$ cat src/rtl/bpu_update_queue.sv
// rtl/bpu_update_queue.sv - FWFT queue scheduling dual-slot EX branch resolutions onto one predictor update port
// Optional macro BPU_UPD_MISPRED_PRIO_EN: a mistaken request wins the last free slot.
module bpu_update_queue #(
  parameter int DEPTH = 4
) (
  input  logic                       clk,
  input  logic                       reset,
  input  logic                       ex_a_valid,
  input  logic [31:0]                ex_a_pc,
  input  logic                       ex_a_taken,
  input  logic [31:0]                ex_a_target,
  input  logic                       ex_a_mistaken,
  input  logic                       ex_b_valid,
  input  logic [31:0]                ex_b_pc,
  input  logic                       ex_b_taken,
  input  logic [31:0]                ex_b_target,
  input  logic                       ex_b_mistaken,
  output logic                       upd_valid,
  output logic [31:0]                upd_pc,
  output logic                       upd_taken,
  output logic [31:0]                upd_target,
  output logic                       upd_mistaken,
  input  logic                       upd_ready,
  output logic [$clog2(DEPTH+1)-1:0] count,
  output logic                       overflow
);

  localparam int PW = $clog2(DEPTH);
  localparam int CW = $clog2(DEPTH+1);
  localparam logic [CW:0] FREE_ONE = (CW+1)'(1);
  localparam logic [CW:0] FREE_TWO = (CW+1)'(2);
  localparam logic [CW:0] DEPTH_W  = (CW+1)'(DEPTH);

  logic [31:0]   pc_mem     [DEPTH];
  logic          taken_mem  [DEPTH];
  logic [31:0]   target_mem [DEPTH];
  logic          mis_mem    [DEPTH];

  logic [PW-1:0] wr_ptr;
  logic [PW-1:0] rd_ptr;
  logic [PW-1:0] b_ptr;
  logic [CW-1:0] count_q;
  logic          overflow_q;

  logic          req_a;
  logic          req_b;
  logic          pop;
  logic [CW:0]   free;
  logic          push_a;
  logic          push_b;
  logic          drop;

  // b is on the flushed wrong path when an older a mispredicts
  assign req_a = ex_a_valid;
  assign req_b = ex_b_valid & ~(ex_a_valid & ex_a_mistaken);
  assign pop   = upd_valid & upd_ready;
  assign free  = DEPTH_W - {1'b0, count_q} + {{CW{1'b0}}, pop};

  always_comb begin
    push_a = 1'b0;
    push_b = 1'b0;
    drop   = 1'b0;
    if (free >= FREE_TWO) begin
      push_a = req_a;
      push_b = req_b;
    end else if (free == FREE_ONE) begin
`ifdef BPU_UPD_MISPRED_PRIO_EN
      if (req_a && req_b && ex_b_mistaken) begin
        push_b = 1'b1;
        drop   = 1'b1;
      end else if (req_a) begin
        push_a = 1'b1;
        drop   = req_b;
      end else begin
        push_b = req_b;
      end
`else
      if (req_a) begin
        push_a = 1'b1;
        drop   = req_b;
      end else begin
        push_b = req_b;
      end
`endif
    end else begin
      drop = req_a | req_b;
    end
  end

  // b lands behind a when both are pushed, otherwise takes the tail slot itself
  assign b_ptr = wr_ptr + PW'(push_a);

  always_ff @(posedge clk) begin
    if (push_a) begin
      pc_mem[wr_ptr]     <= ex_a_pc;
      taken_mem[wr_ptr]  <= ex_a_taken;
      target_mem[wr_ptr] <= ex_a_target;
      mis_mem[wr_ptr]    <= ex_a_mistaken;
    end
    if (push_b) begin
      pc_mem[b_ptr]      <= ex_b_pc;
      taken_mem[b_ptr]   <= ex_b_taken;
      target_mem[b_ptr]  <= ex_b_target;
      mis_mem[b_ptr]     <= ex_b_mistaken;
    end
  end

  always_ff @(posedge clk or posedge reset) begin
    if (reset) begin
      wr_ptr     <= '0;
      rd_ptr     <= '0;
      count_q    <= '0;
      overflow_q <= 1'b0;
    end else begin
      wr_ptr     <= wr_ptr + PW'(push_a) + PW'(push_b);
      rd_ptr     <= rd_ptr + PW'(pop);
      count_q    <= count_q + CW'(push_a) + CW'(push_b) - CW'(pop);
      overflow_q <= drop;
    end
  end

  // Head fields are gated so an empty queue presents all-zero outputs
  assign upd_valid    = (count_q != '0);
  assign upd_pc       = upd_valid ? pc_mem[rd_ptr]     : '0;
  assign upd_taken    = upd_valid ? taken_mem[rd_ptr]  : 1'b0;
  assign upd_target   = upd_valid ? target_mem[rd_ptr] : '0;
  assign upd_mistaken = upd_valid ? mis_mem[rd_ptr]    : 1'b0;
  assign count        = count_q;
  assign overflow     = overflow_q;

endmodule

$ cat config.mk
export PLATFORM = sky130hd
export DESIGN_NAME = bpu_update_queue
export DESIGN_NICKNAME = d
export VERILOG_FILES = /design/src/rtl/bpu_update_queue.sv
export SDC_FILE = /design/constraint.sdc
export NUM_CORES = 1
export LEC_CHECK = 0
export ABC_AREA = 1
export CORE_MARGIN = 2
export CORE_UTILIZATION = 56
export DETAILED_ROUTE_END_ITERATION = 12
export MAX_ROUTING_LAYER = met4
export PLACE_DENSITY_LB_ADDON = 0.3
export SLEW_MARGIN = 10
export SYNTH_ARGS = -nofsm -noshare
export SYNTH_HDL_FRONTEND = slang
export SYNTH_SLANG_ARGS = --single-unit
$ cat constraint.sdc
create_clock -name clk -period 6.1 [get_ports clk]
set_input_delay 0.915 -clock clk [delete_from_list [all_inputs] [get_ports clk]]
set_output_delay 0.915 -clock clk [all_outputs]
set_load 0.005 [all_outputs]
* Yosys cells after proc, flatten, opt, wreduce, memory -nomap -nowiden
Memory sizes are Yosys's and may differ from the RTL's.
Cells that the tools add are included.
** Storage, ports and cells
- RAM bits :: 264
- Output and inout bits :: 71
- Bits in read-only memories :: 0
- Memories :: 4
- Logic and storage cells :: 41
- Latch bits :: 0
- Bits in registers :: 8
** Memories
- pc_mem :: depth 4, width 32, read ports 1, clocked after memory_dff 0, write ports 2, RTL line 34 : logic [31:0] pc_mem [DEPTH];
- target_mem :: depth 4, width 32, read ports 1, clocked after memory_dff 0, write ports 2, RTL line 36 : logic [31:0] target_mem [DEPTH];
- mis_mem :: depth 4, width 1, read ports 1, clocked after memory_dff 0, write ports 2, RTL line 37 : logic mis_mem [DEPTH];
- taken_mem :: depth 4, width 1, read ports 1, clocked after memory_dff 0, write ports 2, RTL line 35 : logic taken_mem [DEPTH];
** Operators by class
- Eq/ne operators :: 1
- Reduce and logical (&&, ||, !) cells :: 1
- $mul :: 0
- Bitwise operators :: 5
- Multiplexer cells :: 17
- Divide/modulo/power cells :: 0
- Magnitude comparators :: 1
- Shift operators :: 0
- $add $sub $neg :: 8
** Operators by type and width (count)
- 32-bit two-way mux :: 2
- 1-bit two-way mux :: 15
- 2-bit by 1-bit adder with 2-bit output :: 3
- 3-bit by 1-bit adder with 3-bit output :: 2
- 4-bit by 1-bit adder with 4-bit output :: 1
- 4-bit by 1-bit == test with 1-bit output (second input constant) :: 1
- 4-bit by 2-bit greater-or-equal comparator with 1-bit output (second input constant) :: 1
- 3-bit by 3-bit subtractor with 4-bit output (first input constant) :: 1
- 1-bit bitwise AND :: 3
- 3-bit nonzero test :: 1
- 3-bit by 1-bit subtractor with 3-bit output :: 1
- 1-bit inverter :: 1
- 1-bit bitwise OR :: 1

* Logic depth before layout (Yosys ltp)
Gate-level depths: netlist (run 1).
- Depth after elaboration :: 9
- Gate-level depth with buffers :: 22

* Worst setup path after synthesis (run 1)
No wires, ideal clock.
- Path kind :: reg-to-reg
- Start :: register count_q[2] (netlist: count[2])
- End :: memory mis_mem[3] (enable)
- Cell stages (with the launch flop) :: 19
- Path buffers :: 3
- Library setup time :: 498 ps
- Slack :: 462 ps
- Arrival :: 5140 ps
- Path through :: dfrtp_1 nor3_1 buf_2 inv_1 nand2_1 ha_1 inv_1 ha_1 a21oi_2 nand3_1 nand2_1 inv_1 ha_1 inv_1 nor2_2 nand3_2 buf_4 buf_6 o21ai_1
** RTL lines
- start, declared :: RTL line 42 : logic [CW-1:0] count_q;
- start signal, assigned :: RTL line 117 : count_q <= count_q + CW'(push_a) + CW'(push_b) - CW'(pop);
- end, declared :: RTL line 37

* Worst setup path after layout (run 1)
- Start :: register rd_ptr[0]
- End :: output upd_target[31]
** Between the ends
- Longest elaborated chain between the ends :: 2
** Ends and longest elaborated chain
- start, declared :: RTL line 40 : logic [PW-1:0] rd_ptr;
- start signal, assigned :: RTL line 116 : rd_ptr <= rd_ptr + PW'(pop);
- memory 4 x 32 bit
- 32-bit two-way mux :: RTL line 126 : assign upd_target = upd_valid ? target_mem[rd_ptr] : '0;
- end, declared :: RTL line 21 : output logic [31:0] upd_target,
No other way between the ends.

==> metrics, run 1 <==
outcome=complete, no violations; # hold bufs at CTS=0; I/O Buffers=about 210; Hold Fails Final Rpt=0; Top-Level Pins=~210; first-pass GRT wire length=70100 um; fin cells=around 2200; H-tree depth=1; RSZ-0062 raised after global routing=false; crit-path most repeated cell=nor2_1; crit path buf inv count=2; CP top delay family=buffers and inverters; Sink Count=272; portion of netlist area occupied by mux cells=0; Synth Warn #=0; 1st-iter DRT viols=~1900; CTS tree=done; clock-pin slew on the worst setup and hold paths=60 ps; Synth Area in Simple Gates=0.319; WL final=around 46000 um; antenna violation net count after detailed routing=0; Synth Area in XOR/XNOR=0.00175; critical register-to-register path endpoint=pc_mem[1][14]; Root Driver=clkbuf_16; Slew Limit Fails=0; Internal Dissipation=~0.0059 W; vias in the first global route=13423; Min-Delay Path Class=primary input to async pin; CP Cell Sequence=buf_4 -> nor2_1 -> nor2_1 -> o21ai_0 -> a21oi_1 -> clkdlybuf4s50_1; Pre-antenna DRT Iters=7; setup violators final=0; Vias=~14000; worst r2r src=count[2]; cell taking the most area after synthesis=edfxtp_1; largest incremental delay on the critical path=890 ps; Setup Buffers After CTS=0; CP required=approximately 5200 ps; headroom to the max-slew limit=0.188; nature of the critical path endpoint=output pin; Worst Reg-to-Reg Cells=16; initial antenna violation count=1; R2R setup slack=~2000 ps; synthesized instance count=around 1800; sw frac=0.437; Post-Syn Area=approximately 15000 um^2; Avg Cell Area, Syn=~8.6 um^2; share of the synthesized area in the top cell type=0.528; post_cts resized=0; worst-path maximum fanout=76; most frequent cells in the layout=543 x nand2_1, 264 x nand4_1, 264 x nor2_1, 264 x edfxtp_1, 207 x clkdlybuf4s50_1; Net Switching=roughly 0.0046 W; Routed wire per std cell=around 21 um; setup tns final=0 ps; CTS buffer count=29; Fmax achieved=approximately 0.22 GHz; distinct cell type count of the synthesized netlist=28; pwr dens=approximately 600 nW/um^2; Total GRT Usage=0.325; Cells after DPL=about 2200; slew at the pin closest to its max-slew limit=1210 ps; area share of fa/ha/maj cells after synthesis=0.00850; DRC violations left=0; largest cells by area after synthesis=edfxtp_1 53%, nand2_1 14%, nand4_1 11%; Die ar.=28100 um^2; Clock Skew=9.83 ps; via/cell ratio=6.29; clock power share=0.158; total global routing overflow=0; post-DP HPWL=roughly 23000 um; CP arrival=3550 ps; Area Growth Syn to Fin=18.8%; minimum clock period=approximately 4500 ps; Sequential Power Share=0.326; num rows=59; Die W=around 170 um; main combinational cell family by area after synthesis=simple AND/OR/NAND/NOR gates; Seq/Total Area, Yosys=0.541; layout cells sized above 1=0.0428; compound-cell area share of the yosys netlist=0.0686; DIE HEIGHT=around 170 um; #FFs+latches synth=around 270; leakage dissipation=slightly above 7 nW; Nets=approximately 2000; Final Cycle Share=0.731; Gate power share=0.516; CP max-delay cell=dfrtp_4; maximum capacitance violations=0; Core Area=26200 um^2; largest net degree at the start of global routing=158; critical path depth=6; CP Launch Type=flop; VDD IR max=between 500 and 600 uV; worst setup path category=flop to output pin; nets in the synthesized netlist=between 1500 and 2000; beginning of the critical path=rd_ptr[0]; GPL Wtd Cong=~0.81; Max Root-Sink Buffers=3; most common cell after layout, fill and taps aside=nand2_1; initial core utilization=0.573; capture point of the critical path=upd_target[31]; Clk Latency, worst-skew pair=approximately 540 ps
-- per-layer routing --
metal	part of all wire	vias up	global-route usage
li1	-	6337	-
met1	0.36	6404	0.389
met2	0.50	962	0.551
met3	0.11	172	0.0496
met4	0.036	0	0.140
met5	0	-	-
-- stage by stage --
step                hold slack (ps)  worst slack [ps]   util  total power [W]  area, um^2
global placement                673              1480  0.648          0.00861       17000
global route                    665              1490  0.681           0.0110       17800
detailed placement              692              1380  0.648          0.00875       17000
finish                          639              1640  0.681           0.0104       17800
CTS                             645              1670  0.681           0.0104       17800
floorplan                       473               462      -          0.00664       15000
-- worst reg2reg max path: cells and delay by family (launching register included) --
kind / cells / cell delay (ps)
and+or+nand+nor: 7 / 1370
buffers and inverters: 5 / 1080
adders and majority gates: 3 / 860
DFF: 1 / 450
AOI/OAI and AO/OA: 1 / 220
-- power groups by stage --
stage / Sequential, W / Combinational, W / Clock, W
CTS: 0.00339 / 0.00535 / 0.00165
global route: 0.00346 / 0.00584 / 0.00173
finish: 0.00340 / 0.00539 / 0.00165
detailed placement: 0.00343 / 0.00532 / 0
global placement: 0.00340 / 0.00521 / 0
floorplan: 0.00340 / 0.00323 / 0
-- registers in the layout, indices dropped and copies added, names as in the netlist --
signal	cells
count	3
rd_ptr	2
overflow	1
wr_ptr	2
mis_mem	4
target_mem	128
pc_mem	128
taken_mem	4
-- synth_stat cells, drive strengths merged --
cell	n
nand4	264
buf	101
a21oi	68
fa	2
nor2	268
nand2	544
nor3	1
nand3	7
a31oi	1
edfxtp	264
inv	16
clkbuf	64
o21ai	136
or2	1
ha	7
xor2	3
dfrtp	8
-- kinds of logic after synthesis --
group,Yosys count
and+or+nand+nor,1085
xor gates and xnor gates,3
adders and majority gates,9
AOI/OAI and AO/OA,205
buffers and inverters,181
DFF,272
-- layout make-up --
cell class / count / area (um^2)
fill: 2047 / 8370
sequential: 272 / 8130
multi-input combinational: 1302 / 6080
timing repair buffer: 230 / 2280
clock buffer: 37 / 756
tap: 335 / 419
clock inverter: 12 / 103
inverter: 16 / 68.8
antenna: 1 / 2.50
-- how the worst min path moves through the flow --
stage	cells after the start	slack (ps)	to	from
finish	2	640	overflow	reset
global placement	1	670	count[0]	count[0]
CTS	2	650	count[1]	reset
global route	2	660	count[1]	reset
floorplan	1	470	rd_ptr[0]	rd_ptr[0]
detailed placement	1	690	count[0]	count[0]
Note: power is estimated with default switching activity, not from simulation.
==> run 2: changes to the inputs <==
==> constraint.sdc (replaced) <==
create_clock -name clk -period 4.15 [get_ports clk]
set_input_delay 0.6225 -clock clk [delete_from_list [all_inputs] [get_ports clk]]
set_output_delay 0.6225 -clock clk [all_outputs]
set_load 0.005 [all_outputs]
==> metrics, run 2 (same netlist as run 1, synthesis figures left out) <==
outcome=complete, no violations; WL final=45100 um (-0.96%); H-tree depth=1 (unchanged); DRC violations left=0 (unchanged); Largest regs=pc_mem (128), target_mem (128); worst setup path category=flop to flop; largest net degree at the start of global routing=194 (+23%); Nets=2009 (+0.60%); Pre-antenna DRT Iters=8 (+1); Total Power=0.0156 W (+50%); VDD IR max=1170 uV (+110%); RSZ-0062 raised after global routing=false; CTS tree=done; Setup Buffers After CTS=0 (unchanged); most common cell after layout, fill and taps aside=nand2_1; met2 WL=22300 um (-1.5%); Post-Place Worst Slack=234 ps (-1150 ps); Max Root-Sink Buffers=3 (unchanged); worst-path maximum fanout=66 (-13%); Min-Delay Path Class=primary input to async pin; 1st-iter DRT viols=1721 (-12%); # hold bufs at CTS=0 (unchanged); CP Cell Sequence=nor3_2 -> inv_1 -> nand2_1 -> ha_1 -> inv_1 -> ha_1 -> a21oi_2 -> nand3_1 -> nand2_1 -> inv_1 -> ha_1 -> inv_1 -> nand2_1 -> nand2_2 -> nor2_4 -> nand3_4 -> buf_4 -> nand2_1 -> nand2_1; first-pass GRT wire length=69600 um (-0.79%); most frequent cells in the layout=543 x nand2_1, 264 x nand4_1, 264 x nor2_1, 264 x edfxtp_1, 207 x clkdlybuf4s50_1; antenna violation net count after detailed routing=0 (unchanged); CP Launch Type=flop; initial core utilization=0.573 (unchanged); leakage dissipation=7.20 nW (+1.7%); setup tns final=0 ps (unchanged); nature of the critical path endpoint=flop; slew at the pin closest to its max-slew limit=1160 ps (-54.8 ps); Total GRT Usage=0.322 (-0.00370); post_cts resized=0 (unchanged); initial antenna violation count=2 (+1); maximum capacitance violations=0 (unchanged); CP top delay family=simple AND/OR/NAND/NOR gates; Die ar.=28100 um^2 (unchanged); CTS buffer count=28 (-3.4%); crit-path most repeated cell=nand2_1; CP max-delay cell=buf_4; headroom to the max-slew limit=0.228 (+0.0396); Slew Limit Fails=0 (unchanged); minimum clock period=approximately 3700 ps; Area Growth Syn to Fin=20.4%; Routed wire per std cell=20.3 um (-1.7%); clock-pin slew on the worst setup and hold paths=60 ps (about the same); Root Driver=clkbuf_16; GPL Wtd Cong=0.802 (-0.83%); CP arrival=4070 ps (+520 ps); crit path buf inv count=5 (+3); max layer used=met4; Clk Latency, worst-skew pair=560 ps (+20 ps); Die W=168 um (unchanged); setup violators final=0 (unchanged); Final Cycle Share=0.883; DR WL met3=5550 um (+10%); wl on met1=16100 um (-0.82%); Clock Skew=25.2 ps (+15.4 ps); Vias=13989 (+0.82%); post-DP HPWL=24200 um (+3.5%); total global routing overflow=0 (unchanged); I/O Buffers=207 (unchanged); Hold Fails Final Rpt=0 (unchanged); final worst slack=484 ps (-1160 ps); CP required=4550 ps (-630 ps); Fmax achieved=between 0.2 and 0.3 GHz; via/cell ratio=6.30 (about the same); Top-Level Pins=208 (unchanged); vias in the first global route=13477 (+0.40%); layout cells sized above 1=0.0520 (+0.00919); Core Area=26200 um^2 (unchanged); num rows=59 (unchanged); DIE HEIGHT=168 um (unchanged); largest incremental delay on the critical path=770 ps (-120 ps); Sink Count=272 (unchanged); pwr dens=864 nW/um^2 (+48%); R2R setup slack=480 ps (-1510 ps)
[run 2: cell count changes in the layout (fill, tap and decap cells not counted)]
cell,delta
clkbuf_1,-1
buf_12,+8
clkinv_4,+1
diode_2,+1
bufinv_16,+1
clkinv_1,-1
clkinv_2,+4
buf_4,+5
inv_8,-1
[run 2: where the power goes]
group          total [W]  switching, W  leakage (nW)  internal (W)
combinational    0.00822       0.00539          4.21       0.00283
clock            0.00251       0.00105         0.447       0.00146
sequential       0.00489      0.000283          2.55       0.00461
[run 2: per-layer routing]
metal | vias to the layer above | GRT usage
met5 | - | -
met3 | 112 | 0.0584
met1 | 6533 | 0.388
li1 | 6365 | -
met2 | 979 | 0.543
met4 | 0 | 0.119
[run 2: final cells by class]
cell class | instances | area (um^2)
antenna | 2 | 5.00
clock buffer | 36 | 752
clock inverter | 16 | 149
fill | 1962 | 8130
inverter | 16 | 66.3
multi-input combinational | 1302 | 6080
sequential | 272 | 8130
tap | 335 | 419
timing repair buffer | 243 | 2480
[run 2: worst register-to-register path: cells and delay by family, from the launching register on]
kind	cells	cell delay (ps)
simple gates	10	1180
flops	1	440
compound gates	1	210
buf+inv	5	1040
fa+ha+maj	3	650
[run 2: worst paths after layout]
kind | from | end | cells after the start
setup / recovery | count[2] | target_mem[0][15] | 19
hold / removal | reset | wr_ptr[0] | 2
setup reg to reg | count[2] | target_mem[0][15] | 19
hold reg to reg | count[0] | count[0] | 1
max in group asynchronous | reset | rd_ptr[0] | 2
min in group clk | count[0] | count[0] | 1
[run 2: stage by stage]
step	hold slack [ps]	cell area, um^2	util	cells
3_3_place_gp	653	17200	0.655	2168
2_1_floorplan	438	15000	-	1755
4_1_cts	347	18100	0.690	2220
3_5_place_dp	660	17200	0.655	2168
6_report	347	18100	0.690	2222
5_1_grt	379	18100	0.690	2222
